**src/rtl/psum_out_router_buf.sv**
```systemverilog
// -----------------------------------------------------------------------------
// psum_out_router_buf
//
// Partial-sum output router for one PE. A destination ID is captured during
// configuration; PE psums are accepted only while the presented source_id
// matches it. Accepted words go into a small show-ahead FIFO that drains onto
// the shared psum bus with a valid/ready handshake, so bus back-pressure does
// not lose data. The psum-out start token is forwarded with one register of
// latency, matching the 1-cycle push-to-visible latency of the data path.
//
// Optional build macro: PSUM_ROUTER_MCAST_EN
//   Adds id_mask. A mask is captured with the ID, and only the source_id bits
//   whose mask bit is 1 are compared, so one router can capture a group of IDs.
//
// Ports
//   clk, rst_n          clock (rising edge), asynchronous active-low reset
//   config_state, ce    ID load strobe (config_state && ce); also flushes FIFO
//   dest_id             ID to capture
//   id_mask             compare mask to capture (PSUM_ROUTER_MCAST_EN only)
//   source_id           ID of the psum source currently presenting data
//   data_from_pe(_en)   psum word and its valid strobe
//   psum_out_start_in   start token in
//   psum_out_start_out  start token out, registered 1-cycle pulse
//   data_to_bus         FIFO head word, 0 when empty
//   data_to_bus_valid   FIFO not empty
//   bus_ready           bus accepts the head word this cycle
//   fifo_full           FIFO holds FIFO_DEPTH words
//   overflow_err        sticky: a matched psum was dropped on a full FIFO
//   fwd_count           words popped since the last start token (saturating)
// -----------------------------------------------------------------------------
module psum_out_router_buf #(
  parameter int DATA_WIDTH = 16,
  parameter int ID_WIDTH   = 8,
  parameter int FIFO_DEPTH = 4,
  parameter int CNT_WIDTH  = 8
) (
  input  logic                  clk,
  input  logic                  rst_n,
  input  logic                  config_state,
  input  logic                  ce,
  input  logic [ID_WIDTH-1:0]   dest_id,
`ifdef PSUM_ROUTER_MCAST_EN
  input  logic [ID_WIDTH-1:0]   id_mask,
`endif
  input  logic [ID_WIDTH-1:0]   source_id,
  input  logic [DATA_WIDTH-1:0] data_from_pe,
  input  logic                  data_from_pe_en,
  input  logic                  psum_out_start_in,
  output logic                  psum_out_start_out,
  output logic [DATA_WIDTH-1:0] data_to_bus,
  output logic                  data_to_bus_valid,
  input  logic                  bus_ready,
  output logic                  fifo_full,
  output logic                  overflow_err,
  output logic [CNT_WIDTH-1:0]  fwd_count
);

  localparam int ADDR_W = $clog2(FIFO_DEPTH);
  // One extra pointer bit distinguishes full (MSBs differ) from empty (equal).
  localparam int PTR_W  = ADDR_W + 1;

  // State
  logic [ID_WIDTH-1:0]   stored_id_q,   stored_id_d;
  logic [ID_WIDTH-1:0]   stored_mask_q, stored_mask_d;
  logic [PTR_W-1:0]      wr_ptr_q,      wr_ptr_d;
  logic [PTR_W-1:0]      rd_ptr_q,      rd_ptr_d;
  logic                  overflow_q,    overflow_d;
  logic [CNT_WIDTH-1:0]  fwd_cnt_q,     fwd_cnt_d;
  logic                  start_q,       start_d;
  logic [DATA_WIDTH-1:0] mem_q [FIFO_DEPTH];

  // Control
  logic load;
  logic match;
  logic empty;
  logic full;
  logic push;
  logic pop;
  logic drop;
  logic start_fire;

  assign load = config_state & ce;

`ifdef PSUM_ROUTER_MCAST_EN
  assign match = ((stored_id_q ^ source_id) & stored_mask_q) == '0;
`else
  assign match = (stored_id_q == source_id);
`endif

  assign empty = (wr_ptr_q == rd_ptr_q);
  assign full  = (wr_ptr_q[ADDR_W] != rd_ptr_q[ADDR_W]) &&
                 (wr_ptr_q[ADDR_W-1:0] == rd_ptr_q[ADDR_W-1:0]);

  assign pop        = ~empty & bus_ready;
  // A pop frees the head slot in the same cycle, so a full FIFO can still
  // accept a push alongside it.
  assign push       = data_from_pe_en & match & (~full | pop);
  assign drop       = data_from_pe_en & match & full & ~pop;
  assign start_fire = psum_out_start_in & match;

  // Next-state logic
  always_comb begin
    // NOTE: every variable gets a default before any branch; a path that
    // leaves one unassigned would infer a latch.
    stored_id_d   = stored_id_q;
    stored_mask_d = stored_mask_q;
    wr_ptr_d      = wr_ptr_q;
    rd_ptr_d      = rd_ptr_q;
    overflow_d    = overflow_q;
    fwd_cnt_d     = fwd_cnt_q;
    start_d       = start_fire;

    if (load) begin
      // Reconfiguration discards buffered words and any push in this cycle.
      stored_id_d = dest_id;
`ifdef PSUM_ROUTER_MCAST_EN
      stored_mask_d = id_mask;
`endif
      wr_ptr_d   = '0;
      rd_ptr_d   = '0;
      overflow_d = 1'b0;
      fwd_cnt_d  = '0;
    end else begin
      if (push) wr_ptr_d = wr_ptr_q + PTR_W'(1);
      if (pop)  rd_ptr_d = rd_ptr_q + PTR_W'(1);
      if (drop) overflow_d = 1'b1;

      // A start token restarts the count; a pop in the same cycle is the
      // first word of the new burst.
      if (start_fire)
        fwd_cnt_d = pop ? CNT_WIDTH'(1) : '0;
      else if (pop && (fwd_cnt_q != {CNT_WIDTH{1'b1}}))
        fwd_cnt_d = fwd_cnt_q + CNT_WIDTH'(1);
    end
  end

  // Control/status registers
  always_ff @(posedge clk or negedge rst_n) begin
    // NOTE: sequential state is updated with non-blocking assignments so all
    // registers sample their inputs from before the edge.
    if (!rst_n) begin
      stored_id_q   <= '0;
      stored_mask_q <= '1;
      wr_ptr_q      <= '0;
      rd_ptr_q      <= '0;
      overflow_q    <= 1'b0;
      fwd_cnt_q     <= '0;
      start_q       <= 1'b0;
    end else begin
      stored_id_q   <= stored_id_d;
      stored_mask_q <= stored_mask_d;
      wr_ptr_q      <= wr_ptr_d;
      rd_ptr_q      <= rd_ptr_d;
      overflow_q    <= overflow_d;
      fwd_cnt_q     <= fwd_cnt_d;
      start_q       <= start_d;
    end
  end

  // NOTE: the storage array has no reset; the pointers define which entries
  // are valid, and the empty case forces data_to_bus to 0.
  always_ff @(posedge clk) begin
    if (push && !load)
      mem_q[wr_ptr_q[ADDR_W-1:0]] <= data_from_pe;
  end

  // Outputs
  assign data_to_bus        = empty ? '0 : mem_q[rd_ptr_q[ADDR_W-1:0]];
  assign data_to_bus_valid  = ~empty;
  assign fifo_full          = full;
  assign overflow_err       = overflow_q;
  assign fwd_count          = fwd_cnt_q;
  assign psum_out_start_out = start_q;

`ifndef PSUM_ROUTER_MCAST_EN
  // Mask register is tied to all-ones without the multicast feature.
  logic unused_mask;
  assign unused_mask = ^stored_mask_q;
`endif

endmodule
```
**config.mk**
```make
export PLATFORM = sky130hd
export DESIGN_NAME = psum_out_router_buf
export DESIGN_NICKNAME = d
export VERILOG_FILES = /design/src/rtl/psum_out_router_buf.sv
export SDC_FILE = /design/constraint.sdc
export NUM_CORES = 1
export LEC_CHECK = 0
export CAP_MARGIN = 20
export CORE_MARGIN = 8
export CORE_UTILIZATION = 63
export DETAILED_ROUTE_END_ITERATION = 8
export DONT_BUFFER_PORTS = 1
export PLACE_DENSITY = 0.79
export RECOVER_POWER = 100
export SLEW_MARGIN = 20
export SYNTH_ARGS = -nofsm -noshare
export SYNTH_HDL_FRONTEND = slang
export SYNTH_SLANG_ARGS = --single-unit
export TNS_END_PERCENT = 1
```
**constraint.sdc**
```tcl
create_clock -name clk -period 2.5 [get_ports clk]
set_input_delay 0.5 -clock clk [delete_from_list [all_inputs] [get_ports clk]]
set_output_delay 0.5 -clock clk [all_outputs]
set_load 0.01 [all_outputs]
```
==> results by stage <==
Synth:
- The count of mapped cells out of synthesis is 253.
- The sequential fraction of the synthesis area is 0.6558.
- For this run, asynchronously set or reset flops after synthesis account for 0.2727.
- The cell area after technology mapping is roughly 3800 um^2.
- The average cell area after synthesis is around 15 um^2.
- The top flip-flop cell by instance count after synthesis is sky130_fd_sc_hd__edfxtp_1.
- In the post-synthesis netlist, the biggest area contributors are sky130_fd_sc_hd__edfxtp_1 (50%), sky130_fd_sc_hd__dfrtp_1 (16%), sky130_fd_sc_hd__mux4_2 (9.4%), sky130_fd_sc_hd__nand2_1 (2.6%), sky130_fd_sc_hd__xnor2_1 (2.3%).
- The top-area cell type share of the netlist area is 0.4997.
- Synthesis inferred 88 register bits.
- Counting distinct cell types in the post-synthesis netlist gives 37.
- In this run, synthesis inferred 64 flip-flops with an integrated enable.
- Yosys printed 0 warnings.
- The largest area contributor in the netlist is sky130_fd_sc_hd__edfxtp_1.
- The number of nets handed over by synthesis was approximately 300.

STA:
- Setup repair after global routing left no endpoint under its margin.
- Of the available clock period, the critical path in the final layout requires 0.9393.
- After routing, the total negative slack on setup checks comes to 0 ns.
- The number of endpoints failing setup at the final stage is 0.
- The worst pin sits at a relative slew slack of 0.1626.
- The number of max-slew violations in the final report came to 0.
- The worst clock skew is 0.007108 ns.
- The routed design could run at a clock period as short as between 2 and 2.5 ns.
- The highest clock rate is 425.8 MHz.
- The final number of hold-violating endpoints is 0.
- The pin slew with the least headroom to its limit is around 1.3 ns.

Power:
- The total power density per cell area is approximately 820 nW/um^2.
- VDD sags by at most between 0.3 and 0.4 mV.
- The cell leakage power is 1.499 nW.

Placed design:
- In this run the tool buffered the top-level ports with 0 buffer cells.
- The placed instance area is between 3000 and 4000 um^2.
- The half-perimeter wire length of the detailed placement result is about 5000 um.
- Routability-driven placement finished with a final weighted congestion of around 0.8.

Drt:
- Using the TritonRoute via totals, the vias-per-cell ratio works out to around 6.
- The count of antenna-violating nets left after detailed routing is 0.
- The pre-antenna-repair detailed-routing pass consisted of 4 iterations.
- The total vias in the final route is between 2,000 and 2,500.
- After detailed routing, the average wire length per cell comes to around 20 um.
- After detailed routing, the number of remaining DRC violations is 0.
- The DRC violation total after the first TritonRoute iteration is between 80 and 90.
- After detailed routing, the total wire length is 6934 um.

Clocking:
- The number of clock sinks is between 80 and 90.
- The CTS tree is built.
- The clock slew seen by the registers of the worst setup and hold paths is 0.08 ns.
- The depth of the CTS H-tree is 3.
- CTS placed an instance of sky130_fd_sc_hd__clkbuf_8 at the clock tree root.
- The total of cells resized after clock tree synthesis is 0.
- The total CTS buffers is 9.
- Counting along the longest clock path gives a buffer depth of 2.
- The clock reaches the later pin of the worst-skew pair after about 0.34 ns.

Job:
- Max-cap violations in this run came to 0.

Global routing:
- The global route total overflow is 0.
- Across every metal layer, demand over resource in global routing totals 0.1678.
- The number of global-route vias before repair is between 2,000 and 2,500.
- Entering global routing, the biggest net connects 25 pins.
- The first global-routing pass estimated between 10,000 and 15,000 um of wire.
- The initial antenna violation count came to 0.

Die:
- The area enclosed by the die boundary is just under 9000 um^2.
- In this run the vertical extent of the chip is around 94 um.
- The initial core utilization is 0.6496.
- After floorplanning, the core was divided into 28 placement rows.
- The horizontal die dimension is 94.14 um.
- For this design the top-level I/O count stands at 67.
- The floorplan core area is ~6000 um^2.

Worst setup path:
- The kind of end point of the critical path is an output port.
- The path type of the worst setup path is reg2out.
- The category of the worst setup path launch point is a register.
- The largest fanout on the critical path is 18.
- The arrival time of the worst setup path is 1.85 ns.
- At the worst endpoint, the required time is roughly 2 ns.

Final layout:
- The count of antenna diodes in the layout is 0.
- After routing the design area is around 4200 um^2.
- The fill cell instance count of the final layout is ~400.
- The proportion of layout cells with a drive suffix above 1 is 0.1636.
- The total number of nets in the final design is 315.
- The signed area change from the synthesized netlist to the final layout is 7.905%.

Outcome:
- The run finished with clean final reports.

Hold path:
- The worst hold path belongs to the class in2reg.
==> report_power, final <==
group	switching, mW	internal, mW	leakage (nW)
Sequential	0.0636	1.61	0.895
Combinational	0.451	0.366	0.506
Clock	0.458	0.453	0.0982
==> timing repair <==
item / in CTS / in global routing
setup buffers: 0 / 0
hold buffers: 1 / 0
hold endpoints to repair: 24 / 0
==> per-layer routing <==
layer	GRT usage	wire length (um)
met1	0.1878	2785
met2	0.2870	3515
met3	0.05356	523
met4	0.07266	110
met5	0	0
==> synth_stat cells (all sizes together), types with 2 or more instances <==
| master | n |
|---|---|
| nand3 | 5 |
| nand2 | 27 |
| and4 | 2 |
| xnor2 | 10 |
| nor4 | 2 |
| xor2 | 3 |
| inv | 7 |
| nand4 | 8 |
| nor2b | 7 |
| o41ai | 2 |
| o21ai | 3 |
| dfrtp | 24 |
| edfxtp | 64 |
| mux4 | 16 |
| clkbuf | 4 |
| and3 | 5 |
| ha | 6 |
| or3 | 4 |
| mux2i | 2 |
| buf | 4 |
| nor2 | 4 |
| o31ai | 9 |
| a21oi | 10 |
| nor3 | 5 |
| and2b | 9 |
| or4 | 3 |
==> sequential cells by signal, indices dropped and copies added, names as in the netlist <==
register / count
mem_q: 64
fwd_count: 8
stored_id_q: 8
rd_ptr_q: 3
wr_ptr_q: 3
overflow_err: 1
psum_out_start_out: 1
==> layout by cell type, fill, tap and decap left out, drive strengths merged, types with 5 or more instances in the layout <==
master,count
buf,7
nand3,5
xnor2,10
and2b,9
inv,8
mux4,16
nand4,8
o31ai,9
and3,5
clkinv,5
clkbuf,16
ha,6
a21oi,10
nor3,5
edfxtp,64
nor2b,7
nand2,27
dfrtp,24
==> final cells by class <==
cell class                      instances  area [um^2]  area share
Inverter                                7        26.28    0.006331
Sequential cell                        88         2522      0.6078
Multi-Input combinational cell        150         1239      0.2985
Clock inverter                          7        61.31     0.01477
Clock buffer                            9        123.9     0.02985
Timing Repair Buffer                   14        83.83     0.02020
Tap cell                               75        93.84     0.02261
==> per-stage QoR <==
stage	cells	util	power (mW)	hold WS, ns	worst slack (ns)
floorplan	253	-	2.378	0.2044	0.3403
global route	350	0.7010	3.576	0.2321	0.03527
finish	350	0.7010	3.405	0.2506	0.1517
global placement	333	0.6748	2.533	0.2052	0.4400
detailed placement	333	0.6748	2.552	0.2053	0.3960
CTS	350	0.7077	3.474	0.2329	0.09506
==> path summary, 6_finish.rpt <==
| check | endpoint | slack, ns | startpoint | cells after the start |
|---|---|---|---|---|
| setup / recovery | data_to_bus[6] | 0.15 | rd_ptr_q[0] | 3 |
| hold / removal | mem_q[2][4] | 0.25 | data_from_pe[4] | 0 |
| setup reg to reg | mem_q[0][13] | 0.24 | wr_ptr_q[2] | 5 |
| hold reg to reg | stored_id_q[2] | 0.50 | stored_id_q[2] | 2 |
| max in group asynchronous | fwd_count[4] | 1.35 | rst_n | 1 |
| min in group asynchronous | stored_id_q[5] | 0.41 | rst_n | 1 |
==> critical path, cell delays in order (launching register included) <==
cell                      delay, ns
sky130_fd_sc_hd__dfrtp_1       0.39
sky130_fd_sc_hd__buf_4         0.35
sky130_fd_sc_hd__mux4_2        0.54
sky130_fd_sc_hd__and2b_1       0.21
==> kinds of logic (layout without fill, tap and decap cells) <==
group                      after synthesis  in the layout  share of synthesized area
xor gates and xnor gates                13             13                    0.03351
muxes                                   18             18                    0.09890
AOI/OAI and AO/OA                       29             29                    0.05465
and+or+nand+nor                         84             84                     0.1184
buffers and inverters                   15             37                    0.01919
DFF                                     88             88                     0.6558
adders and majority gates                6              6                    0.01952
Power figures use the tool's default switching activity.
